### src/rtl/vcve2_dmem_arbiter_n_if.sv
// Bus bundle for the N-port data-memory arbiter.
// Holds both sides of the arbiter: the per-port requester bus (flattened vectors,
// port k in slice k) and the single OBI-style memory bus.
//   slave  : arbiter view (requests in, grants/responses out, drives memory side)
//   master : environment view (requesters plus memory, the opposite directions)
interface vcve2_dmem_arbiter_n_if #(
    parameter int unsigned NumPorts  = 2,
    parameter int unsigned AddrWidth = 32,
    parameter int unsigned DataWidth = 32
);
    localparam int unsigned BeW = DataWidth / 8;

    // Requester side
    logic [NumPorts-1:0]           port_req_i;
    logic [NumPorts-1:0]           port_gnt_o;
    logic [NumPorts-1:0]           port_rvalid_o;
    logic [NumPorts-1:0]           port_err_o;
    logic [NumPorts-1:0]           port_lock_i;
    logic [NumPorts-1:0]           port_we_i;
    logic [NumPorts*BeW-1:0]       port_be_i;
    logic [NumPorts*AddrWidth-1:0] port_addr_i;
    logic [NumPorts*DataWidth-1:0] port_wdata_i;
    logic [DataWidth-1:0]          port_rdata_o;

    // Memory side
    logic                 data_req_o;
    logic                 data_gnt_i;
    logic                 data_rvalid_i;
    logic                 data_we_o;
    logic [BeW-1:0]       data_be_o;
    logic [AddrWidth-1:0] data_addr_o;
    logic [DataWidth-1:0] data_wdata_o;
    logic [DataWidth-1:0] data_rdata_i;
    logic                 data_err_i;

    modport slave (
        input  port_req_i, port_lock_i, port_we_i, port_be_i, port_addr_i, port_wdata_i,
        output port_gnt_o, port_rvalid_o, port_err_o, port_rdata_o,
        output data_req_o, data_we_o, data_be_o, data_addr_o, data_wdata_o,
        input  data_gnt_i, data_rvalid_i, data_rdata_i, data_err_i
    );

    modport master (
        output port_req_i, port_lock_i, port_we_i, port_be_i, port_addr_i, port_wdata_i,
        input  port_gnt_o, port_rvalid_o, port_err_o, port_rdata_o,
        input  data_req_o, data_we_o, data_be_o, data_addr_o, data_wdata_o,
        output data_gnt_i, data_rvalid_i, data_rdata_i, data_err_i
    );
endinterface

### src/rtl/vcve2_dmem_arbiter_n.sv
// N-port data-memory arbiter.
// Selects one of NumPorts requesters (fixed priority or round-robin, with per-port
// lock) onto a single memory port and routes in-order responses back through an
// ID FIFO of depth MaxOutstanding.
// Ports:
//   clk_i        clock
//   rst_i        synchronous active-high reset
//   io_bus       requester and memory buses (slave modport)
//   busy_o       transactions outstanding
//   unexp_rsp_o  response arrived with no transaction outstanding (combinational pulse)
module vcve2_dmem_arbiter_n #(
    parameter int unsigned NumPorts       = 2,
    parameter int unsigned MaxOutstanding = 2,
    parameter int unsigned AddrWidth      = 32,
    parameter int unsigned DataWidth      = 32,
    parameter bit          RoundRobin     = 1'b0
) (
    input  logic                          clk_i,
    input  logic                          rst_i,
    vcve2_dmem_arbiter_n_if.slave         io_bus,
    output logic                          busy_o,
    output logic                          unexp_rsp_o
);
    localparam int unsigned BeW  = DataWidth / 8;
    localparam int unsigned IdW  = (NumPorts > 1) ? $clog2(NumPorts) : 1;
    localparam int unsigned PtrW = (MaxOutstanding > 1) ? $clog2(MaxOutstanding) : 1;
    localparam int unsigned CntW = $clog2(MaxOutstanding + 1);

    logic [IdW-1:0]  r_rr_ptr;
    logic [CntW-1:0] r_count;
    logic [PtrW-1:0] r_wr_ptr;
    logic [PtrW-1:0] r_rd_ptr;
    logic [IdW-1:0]  r_fifo [MaxOutstanding];
    logic            r_lock_valid;
    logic [IdW-1:0]  r_lock_owner;

    logic                w_full;
    logic                w_empty;
    logic                w_lock_active;
    logic [NumPorts-1:0] w_lock_mask;
    logic [NumPorts-1:0] w_elig;
    logic                w_found;
    logic [IdW-1:0]      w_winner;
    logic [IdW-1:0]      w_idx;
    logic                w_push;
    logic                w_pop;
    logic [IdW-1:0]      w_head;

    assign w_full  = (r_count == CntW'(MaxOutstanding));
    assign w_empty = (r_count == '0);
    assign w_head  = r_fifo[r_rd_ptr];

    // Lock only holds while the owner keeps its lock line high; dropping it frees
    // every port in the same cycle.
    assign w_lock_active = r_lock_valid && io_bus.port_lock_i[r_lock_owner];
    assign w_lock_mask   = w_lock_active ? (NumPorts'(1) << r_lock_owner) : '1;

    // A full FIFO blocks everyone, even if a pop happens this cycle.
    assign w_elig = (rst_i || w_full) ? '0 : (io_bus.port_req_i & w_lock_mask);

    always_comb begin
        int unsigned idx;
        w_found  = 1'b0;
        w_winner = '0;
        w_idx    = '0;
        idx      = 0;
        for (int unsigned i = 0; i < NumPorts; i++) begin
            idx = i + (RoundRobin ? 32'(r_rr_ptr) : 32'd0);
            if (idx >= NumPorts) begin
                idx = idx - NumPorts;
            end
            w_idx = IdW'(idx);
            if (!w_found && w_elig[w_idx]) begin
                w_found  = 1'b1;
                w_winner = w_idx;
            end
        end
    end

    assign w_push = w_found && io_bus.data_gnt_i;
    assign w_pop  = !rst_i && io_bus.data_rvalid_i && !w_empty;

    // Memory-side mux; with no winner w_winner is 0 so port 0's fields pass through.
    assign io_bus.data_req_o   = w_found;
    assign io_bus.data_we_o    = io_bus.port_we_i[w_winner];
    assign io_bus.data_be_o    = io_bus.port_be_i[w_winner*BeW +: BeW];
    assign io_bus.data_addr_o  = io_bus.port_addr_i[w_winner*AddrWidth +: AddrWidth];
    assign io_bus.data_wdata_o = io_bus.port_wdata_i[w_winner*DataWidth +: DataWidth];

    assign io_bus.port_gnt_o    = w_push ? (NumPorts'(1) << w_winner) : '0;
    assign io_bus.port_rvalid_o = w_pop ? (NumPorts'(1) << w_head) : '0;
    assign io_bus.port_err_o    = (w_pop && io_bus.data_err_i) ? (NumPorts'(1) << w_head) : '0;
    assign io_bus.port_rdata_o  = io_bus.data_rdata_i;

    assign busy_o      = !w_empty;
    assign unexp_rsp_o = !rst_i && io_bus.data_rvalid_i && w_empty;

    always_ff @(posedge clk_i) begin
        if (rst_i) begin
            r_rr_ptr     <= '0;
            r_count      <= '0;
            r_wr_ptr     <= '0;
            r_rd_ptr     <= '0;
            r_lock_valid <= 1'b0;
            r_lock_owner <= '0;
        end else begin
            if (w_push) begin
                r_wr_ptr <= (r_wr_ptr == PtrW'(MaxOutstanding - 1)) ? '0 : r_wr_ptr + 1'b1;
            end
            if (w_pop) begin
                r_rd_ptr <= (r_rd_ptr == PtrW'(MaxOutstanding - 1)) ? '0 : r_rd_ptr + 1'b1;
            end
            if (w_push && !w_pop) begin
                r_count <= r_count + 1'b1;
            end else if (!w_push && w_pop) begin
                r_count <= r_count - 1'b1;
            end
            if (RoundRobin && w_push) begin
                r_rr_ptr <= (w_winner == IdW'(NumPorts - 1)) ? '0 : w_winner + 1'b1;
            end
            if (w_push && io_bus.port_lock_i[w_winner]) begin
                r_lock_valid <= 1'b1;
                r_lock_owner <= w_winner;
            end else if (!w_lock_active) begin
                r_lock_valid <= 1'b0;
            end
        end
    end

    // ID storage needs no reset: entries are only read between push and pop.
    always_ff @(posedge clk_i) begin
        if (w_push) begin
            r_fifo[r_wr_ptr] <= w_winner;
        end
    end
endmodule

### src/flat_wrapper.sv
// flat-port wrapper written by rule: the top's interface ports become plain ports
module vcve2_dmem_arbiter_n_flat 
#(
    parameter int unsigned NumPorts       = 2,
    parameter int unsigned MaxOutstanding = 2,
    parameter int unsigned AddrWidth      = 32,
    parameter int unsigned DataWidth      = 32,
    parameter bit          RoundRobin     = 1'b0
)
  (clk_i, rst_i, busy_o, unexp_rsp_o, io_bus_port_req_i, io_bus_port_lock_i, io_bus_port_we_i, io_bus_port_be_i, io_bus_port_addr_i, io_bus_port_wdata_i, io_bus_port_gnt_o, io_bus_port_rvalid_o, io_bus_port_err_o, io_bus_port_rdata_o, io_bus_data_req_o, io_bus_data_we_o, io_bus_data_be_o, io_bus_data_addr_o, io_bus_data_wdata_o, io_bus_data_gnt_i, io_bus_data_rvalid_i, io_bus_data_rdata_i, io_bus_data_err_i);
  vcve2_dmem_arbiter_n_if #(.NumPorts(NumPorts), .AddrWidth(AddrWidth), .DataWidth(DataWidth)) io_bus_i ();
  input  logic clk_i;
  input  logic rst_i;
  output logic busy_o;
  output logic unexp_rsp_o;
  input wire logic [$bits(io_bus_i.port_req_i)-1:0] io_bus_port_req_i;
  input wire logic [$bits(io_bus_i.port_lock_i)-1:0] io_bus_port_lock_i;
  input wire logic [$bits(io_bus_i.port_we_i)-1:0] io_bus_port_we_i;
  input wire logic [$bits(io_bus_i.port_be_i)-1:0] io_bus_port_be_i;
  input wire logic [$bits(io_bus_i.port_addr_i)-1:0] io_bus_port_addr_i;
  input wire logic [$bits(io_bus_i.port_wdata_i)-1:0] io_bus_port_wdata_i;
  output wire logic [$bits(io_bus_i.port_gnt_o)-1:0] io_bus_port_gnt_o;
  output wire logic [$bits(io_bus_i.port_rvalid_o)-1:0] io_bus_port_rvalid_o;
  output wire logic [$bits(io_bus_i.port_err_o)-1:0] io_bus_port_err_o;
  output wire logic [$bits(io_bus_i.port_rdata_o)-1:0] io_bus_port_rdata_o;
  output wire logic [$bits(io_bus_i.data_req_o)-1:0] io_bus_data_req_o;
  output wire logic [$bits(io_bus_i.data_we_o)-1:0] io_bus_data_we_o;
  output wire logic [$bits(io_bus_i.data_be_o)-1:0] io_bus_data_be_o;
  output wire logic [$bits(io_bus_i.data_addr_o)-1:0] io_bus_data_addr_o;
  output wire logic [$bits(io_bus_i.data_wdata_o)-1:0] io_bus_data_wdata_o;
  input wire logic [$bits(io_bus_i.data_gnt_i)-1:0] io_bus_data_gnt_i;
  input wire logic [$bits(io_bus_i.data_rvalid_i)-1:0] io_bus_data_rvalid_i;
  input wire logic [$bits(io_bus_i.data_rdata_i)-1:0] io_bus_data_rdata_i;
  input wire logic [$bits(io_bus_i.data_err_i)-1:0] io_bus_data_err_i;
  assign io_bus_i.port_req_i = io_bus_port_req_i;
  assign io_bus_i.port_lock_i = io_bus_port_lock_i;
  assign io_bus_i.port_we_i = io_bus_port_we_i;
  assign io_bus_i.port_be_i = io_bus_port_be_i;
  assign io_bus_i.port_addr_i = io_bus_port_addr_i;
  assign io_bus_i.port_wdata_i = io_bus_port_wdata_i;
  assign io_bus_port_gnt_o = io_bus_i.port_gnt_o;
  assign io_bus_port_rvalid_o = io_bus_i.port_rvalid_o;
  assign io_bus_port_err_o = io_bus_i.port_err_o;
  assign io_bus_port_rdata_o = io_bus_i.port_rdata_o;
  assign io_bus_data_req_o = io_bus_i.data_req_o;
  assign io_bus_data_we_o = io_bus_i.data_we_o;
  assign io_bus_data_be_o = io_bus_i.data_be_o;
  assign io_bus_data_addr_o = io_bus_i.data_addr_o;
  assign io_bus_data_wdata_o = io_bus_i.data_wdata_o;
  assign io_bus_i.data_gnt_i = io_bus_data_gnt_i;
  assign io_bus_i.data_rvalid_i = io_bus_data_rvalid_i;
  assign io_bus_i.data_rdata_i = io_bus_data_rdata_i;
  assign io_bus_i.data_err_i = io_bus_data_err_i;
  vcve2_dmem_arbiter_n #(.NumPorts(NumPorts), .MaxOutstanding(MaxOutstanding), .AddrWidth(AddrWidth), .DataWidth(DataWidth), .RoundRobin(RoundRobin)) u_core (.clk_i(clk_i), .rst_i(rst_i), .io_bus(io_bus_i), .busy_o(busy_o), .unexp_rsp_o(unexp_rsp_o));
endmodule
### config.mk
export PLATFORM = sky130hd
export DESIGN_NAME = vcve2_dmem_arbiter_n_flat
export DESIGN_NICKNAME = d
export VERILOG_FILES = /design/src/rtl/vcve2_dmem_arbiter_n_if.sv /design/src/rtl/vcve2_dmem_arbiter_n.sv /design/src/flat_wrapper.sv
export SDC_FILE = /design/constraint.sdc
export NUM_CORES = 1
export LEC_CHECK = 0
export CAP_MARGIN = 20
export CORE_AREA = 2 2 114 116
export DETAILED_ROUTE_END_ITERATION = 12
export DIE_AREA = 0 0 116 118
export MAX_ROUTING_LAYER = met4
export PLACE_DENSITY = 0.58
export SYNTH_ARGS = -nofsm -noshare
export SYNTH_HDL_FRONTEND = slang
export SYNTH_SLANG_ARGS = --single-unit
### constraint.sdc
create_clock -name clk_i -period 1.7 [get_ports clk_i]
set_clock_uncertainty 0.2 [all_clocks]
set_input_delay 0.255 -clock clk_i [delete_from_list [all_inputs] [get_ports clk_i]]
set_output_delay 0.255 -clock clk_i [all_outputs]
set_load 0.01 [all_outputs]
==> tab_implementation.tex <==
\begin{tabular}{lr}
\hline
Metric & Value \\
\hline
\multicolumn{2}{l}{\textbf{Die}} \\
\quad Horizontal extent of the die & around 120 um \\
\quad Die Area & 13700 um\^{}2 \\
\quad Die Span Y & 118 um \\
\quad Number of primary I/O pins & 289 \\
\quad Initial cell density of the core & between 15 and 20\% \\
\quad Area of the core region & 12400 um\^{}2 \\
\quad Row Count & 41 \\
\multicolumn{2}{l}{\textbf{Logic synthesis}} \\
\quad Number of warnings reported in the yosys synthesis log & 0 \\
\quad Net Count, Synth & around 350 \\
\quad Share of the yosys chip area belonging to registers & a little over 10\% \\
\quad Xor-xnor portion of the synthesized cell area & 0.442\% \\
\quad Fraction of synthesized area in multiplexers & 53.8\% \\
\quad Synth Flop Type & sky130\_fd\_sc\_hd\_\_dfxtp\_1 \\
\quad Gate count after technology mapping & 172 \\
\quad Mapped cell area & 1980 um\^{}2 \\
\quad Total of flip-flops plus latches after synthesis & 9 \\
\quad Avg Synthesized Cell Area & 11.5 um\^{}2 \\
\quad Area fraction in and, or, nand and nor cells after synthesis & 11.2\% \\
\quad Yosys cell types & 36 \\
\quad Combinational family with the most area after synthesis & multiplexers \\
\quad Post-synth EDFFs & 2 \\
\quad Synthesized-area fraction occupied by ao, oa, aoi and oai cells & 4.29\% \\
\quad Post-Synth Adder-Cell Area & 0\% \\
\quad Async set-reset flop share out of synthesis & 0\% \\
\multicolumn{2}{l}{\textbf{Finish}} \\
\quad Filler cell count in the final layout & 1223 \\
\quad Most used cells in the layout excluding fill and tap cells & sky130\_fd\_sc\_hd\_\_clkdlybuf4s50\_1, sky130\_fd\_sc\_hd\_\_buf\_6, sky130\_fd\_sc\_hd\_\_mux2\_4, sky130\_fd\_sc\_hd\_\_buf\_4, sky130\_fd\_sc\_hd\_\_nor2\_1 \\
\quad Share of post-route cells with drive strength above 1 & a little under three fifths \\
\quad Final core utilization & between 30\% and 40\% \\
\quad Number of non-filler instances in the completed layout & $\sim$590 \\
\quad Area added between synthesis and finish & 150\% \\
\quad Number of nets at the end of the flow & 596 \\
\quad Number of diodes & 0 \\
\quad Footprint of the multi-input gates & 1480 um\^{}2 \\
\quad Storage element area & between 200 and 250 um\^{}2 \\
\quad Leading cell type in the layout, fill and taps excluded & sky130\_fd\_sc\_hd\_\_clkdlybuf4s50\_1 \\
\multicolumn{2}{l}{\textbf{Timing}} \\
\quad \# setup viols final & 79 \\
\quad Normalized max-slew margin & approximately four fifths \\
\quad Clock period minus final worst setup slack & 2.40 ns \\
\quad Fraction of the cycle the final worst path needs & 141\% \\
\quad Pins over their slew limit & 0 \\
\quad Post-route setup slack & -0.702 ns \\
\quad RSZ-0062 raised after global routing & yes \\
\quad Transition time at the pin with the least slew margin & 0.296 ns \\
\quad Final Hold Vio Count & 0 \\
\quad Highest attainable clock frequency & approximately 420 MHz \\
\multicolumn{2}{l}{\textbf{Setup path}} \\
\quad CP Launch Type & register \\
\quad Maximum fanout encountered on the critical timing path & 7 \\
\quad Critical-path top delay cell & sky130\_fd\_sc\_hd\_\_dfxtp\_2 \\
\quad Internal reg-to-reg setup slack & -0.22 ns \\
\quad Cell breakdown of the critical path & a21bo\_1 > a21oi\_2 > and3b\_4 > buf\_6 > buf\_12 > buf\_16 > mux2\_4 > buf\_6 \\
\quad Worst Path Required & 1.24 ns \\
\quad Worst Path Class, Setup & reg2out \\
\quad Peak per-stage delay on the critical path & 0.33 ns \\
\quad WP data arrival & about 2 ns \\
\quad Critical path's most frequent cell & sky130\_fd\_sc\_hd\_\_buf\_6 \\
\quad Crit. End Element & primary output \\
\multicolumn{2}{l}{\textbf{Route}} \\
\quad Routed via count & about 2300 \\
\quad Per-cell routed wire length & between 15 and 20 um \\
\quad Drt first-iter violations & 46 \\
\quad Drt pass-1 iters & 3 \\
\quad Drc violations & 0 \\
\quad Routed Antenna Nets & 0 \\
\quad Detailed-route vias per instance & around 3.9 \\
\quad Final WL & approximately 9100 um \\
\multicolumn{2}{l}{\textbf{Outcome}} \\
\quad Result of the run & finished with violations \\
\quad Violations in the final reports & setup timing \\
\multicolumn{2}{l}{\textbf{Global route}} \\
\quad First-pass GRT wire length & around 13000 um \\
\quad Total congestion overflow & 0 \\
\quad Overall track demand over capacity in global routing & 12.3\% \\
\quad Via count of the first global-routing pass & 2380 \\
\quad Maximum number of pins on one net before global-route repair & 15 \\
\quad Number of antenna violations at the first check in global routing & 0 \\
\multicolumn{2}{l}{\textbf{Place}} \\
\quad Global placement routability congestion & 0.799 \\
\quad HPWL after detailed placement & 7160 um \\
\quad Placed instance count & around 560 \\
\quad Number of input and output port buffers inserted & 224 \\
\multicolumn{2}{l}{\textbf{Power}} \\
\quad Leakage power & 2.17 nW \\
\quad Maximum VDD drop & between 300 and 400 uV \\
\quad Total power density per cell area & $\sim$390 nW/um\^{}2 \\
\multicolumn{2}{l}{\textbf{CTS}} \\
\quad Clock tree from TritonCTS & yes \\
\quad Latest clock arrival within the worst-skew pair & 0.24 ns \\
\quad Number of clock buffers inserted by TritonCTS & 3 \\
\quad Clock tree buffer depth & 2 \\
\quad CTS Sinks & 9 \\
\quad Clock transition at the registers of the reported paths & 0.04 ns \\
\quad Total number of H-tree levels & 1 \\
\quad Clock root buffer master & sky130\_fd\_sc\_hd\_\_clkbuf\_16 \\
\multicolumn{2}{l}{\textbf{Hold path}} \\
\quad Worst min-delay path category & reg2reg \\
\multicolumn{2}{l}{\textbf{Run}} \\
\quad Max Cap Violations & 0 \\
\hline
\end{tabular}
-- per-layer routing --
layer	up-vias	part of all wire (%)	track usage, %	wire [um]
met5	-	0	-	0
met2	133	53	22.7	4790
met1	1043	36	12.5	3220
li1	1082	-	-	-
met4	0	0.92	2.38	83
met3	8	11	4.12	970
-- worst max-delay path, delay by kind of cell (launching register included) --
| kind | cells | cell delay [ns] |
|---|---|---|
| AND/OR/NAND/NOR | 1 | 0.25 |
| AO/OA/AOI/OAI | 2 | 0.31 |
| buffers and inverters | 4 | 0.52 |
| multiplexers | 1 | 0.30 |
| flip-flops | 1 | 0.33 |
-- through the flow --
step	setup WS [ns]	TNS [ns]	instance area, um^2	power [mW]	hold slack [ns]
2_1_floorplan	-0.167	-11.50	1990	0.738	0.205
3_3_place_gp	-1.17	-88.27	4320	1.33	0.261
3_5_place_dp	-1.18	-88.98	4320	1.34	0.276
4_1_cts	-0.734	-47.29	4910	1.92	0.295
5_1_grt	-0.794	-52.02	4960	2.02	0.310
6_report	-0.702	-44.99	4960	1.92	0.297
-- cells in the mapped netlist, types with 2 or more instances --
cell,count,area (um^2)
sky130_fd_sc_hd__and3_1,3,18.8
sky130_fd_sc_hd__buf_4,32,240
sky130_fd_sc_hd__nor3_1,3,15.0
sky130_fd_sc_hd__mux2i_1,2,20.0
sky130_fd_sc_hd__nor2b_1,3,18.8
sky130_fd_sc_hd__dfxtp_1,7,140
sky130_fd_sc_hd__nand2b_1,4,25.0
sky130_fd_sc_hd__nand2_1,5,18.8
sky130_fd_sc_hd__and2_1,2,12.5
sky130_fd_sc_hd__nor2_1,10,37.5
sky130_fd_sc_hd__buf_12,7,140
sky130_fd_sc_hd__edfxtp_1,2,60.1
sky130_fd_sc_hd__mux2_4,69,1040
-- worst paths after layout --
path	from	end	cells past startpoint
setup / recovery	u_core.r_lock_valid	io_bus_data_wdata_o[19]	8
hold / removal	u_core.r_wr_ptr	u_core.r_wr_ptr	1
setup reg to reg	u_core.r_lock_valid	u_core.r_count[0]	9
hold reg to reg	u_core.r_wr_ptr	u_core.r_wr_ptr	1
-- logic make-up after synthesis --
kind of cell | Yosys count
AO/OA/AOI/OAI | 11
AND/OR/NAND/NOR | 37
buffers and inverters | 42
multiplexers | 72
flip-flops | 9
XOR/XNOR | 1
-- cell type report --
class	instances	area share, %
sequential	9	4.11
multi-input combinational	121	29.7
tap	172	4.33
clock buffer	4	1.59
timing repair buffer	281	60.2
inverter	1	0.0756
-- power by group --
part	internal (mW)	switching, mW	total, mW	leakage, nW
Clock	0.314	0.103	0.417	0.0382
Sequential	0.234	0.0107	0.245	0.0776
Combinational	0.882	0.376	1.26	2.06
Total	1.43	0.490	1.92	2.17
-- what timing repair did --
| action | CTS | global route |
|---|---|---|
| buffers inserted | 21 | 3 |
| hold buffers | 0 | 0 |
| resized for setup | 432 | 21 |
| endpoints found under the setup margin | 85 | 84 |
| cloned | 5 | 1 |
| pin swaps | 16 | 7 |
Power figures use the tool's default switching activity.
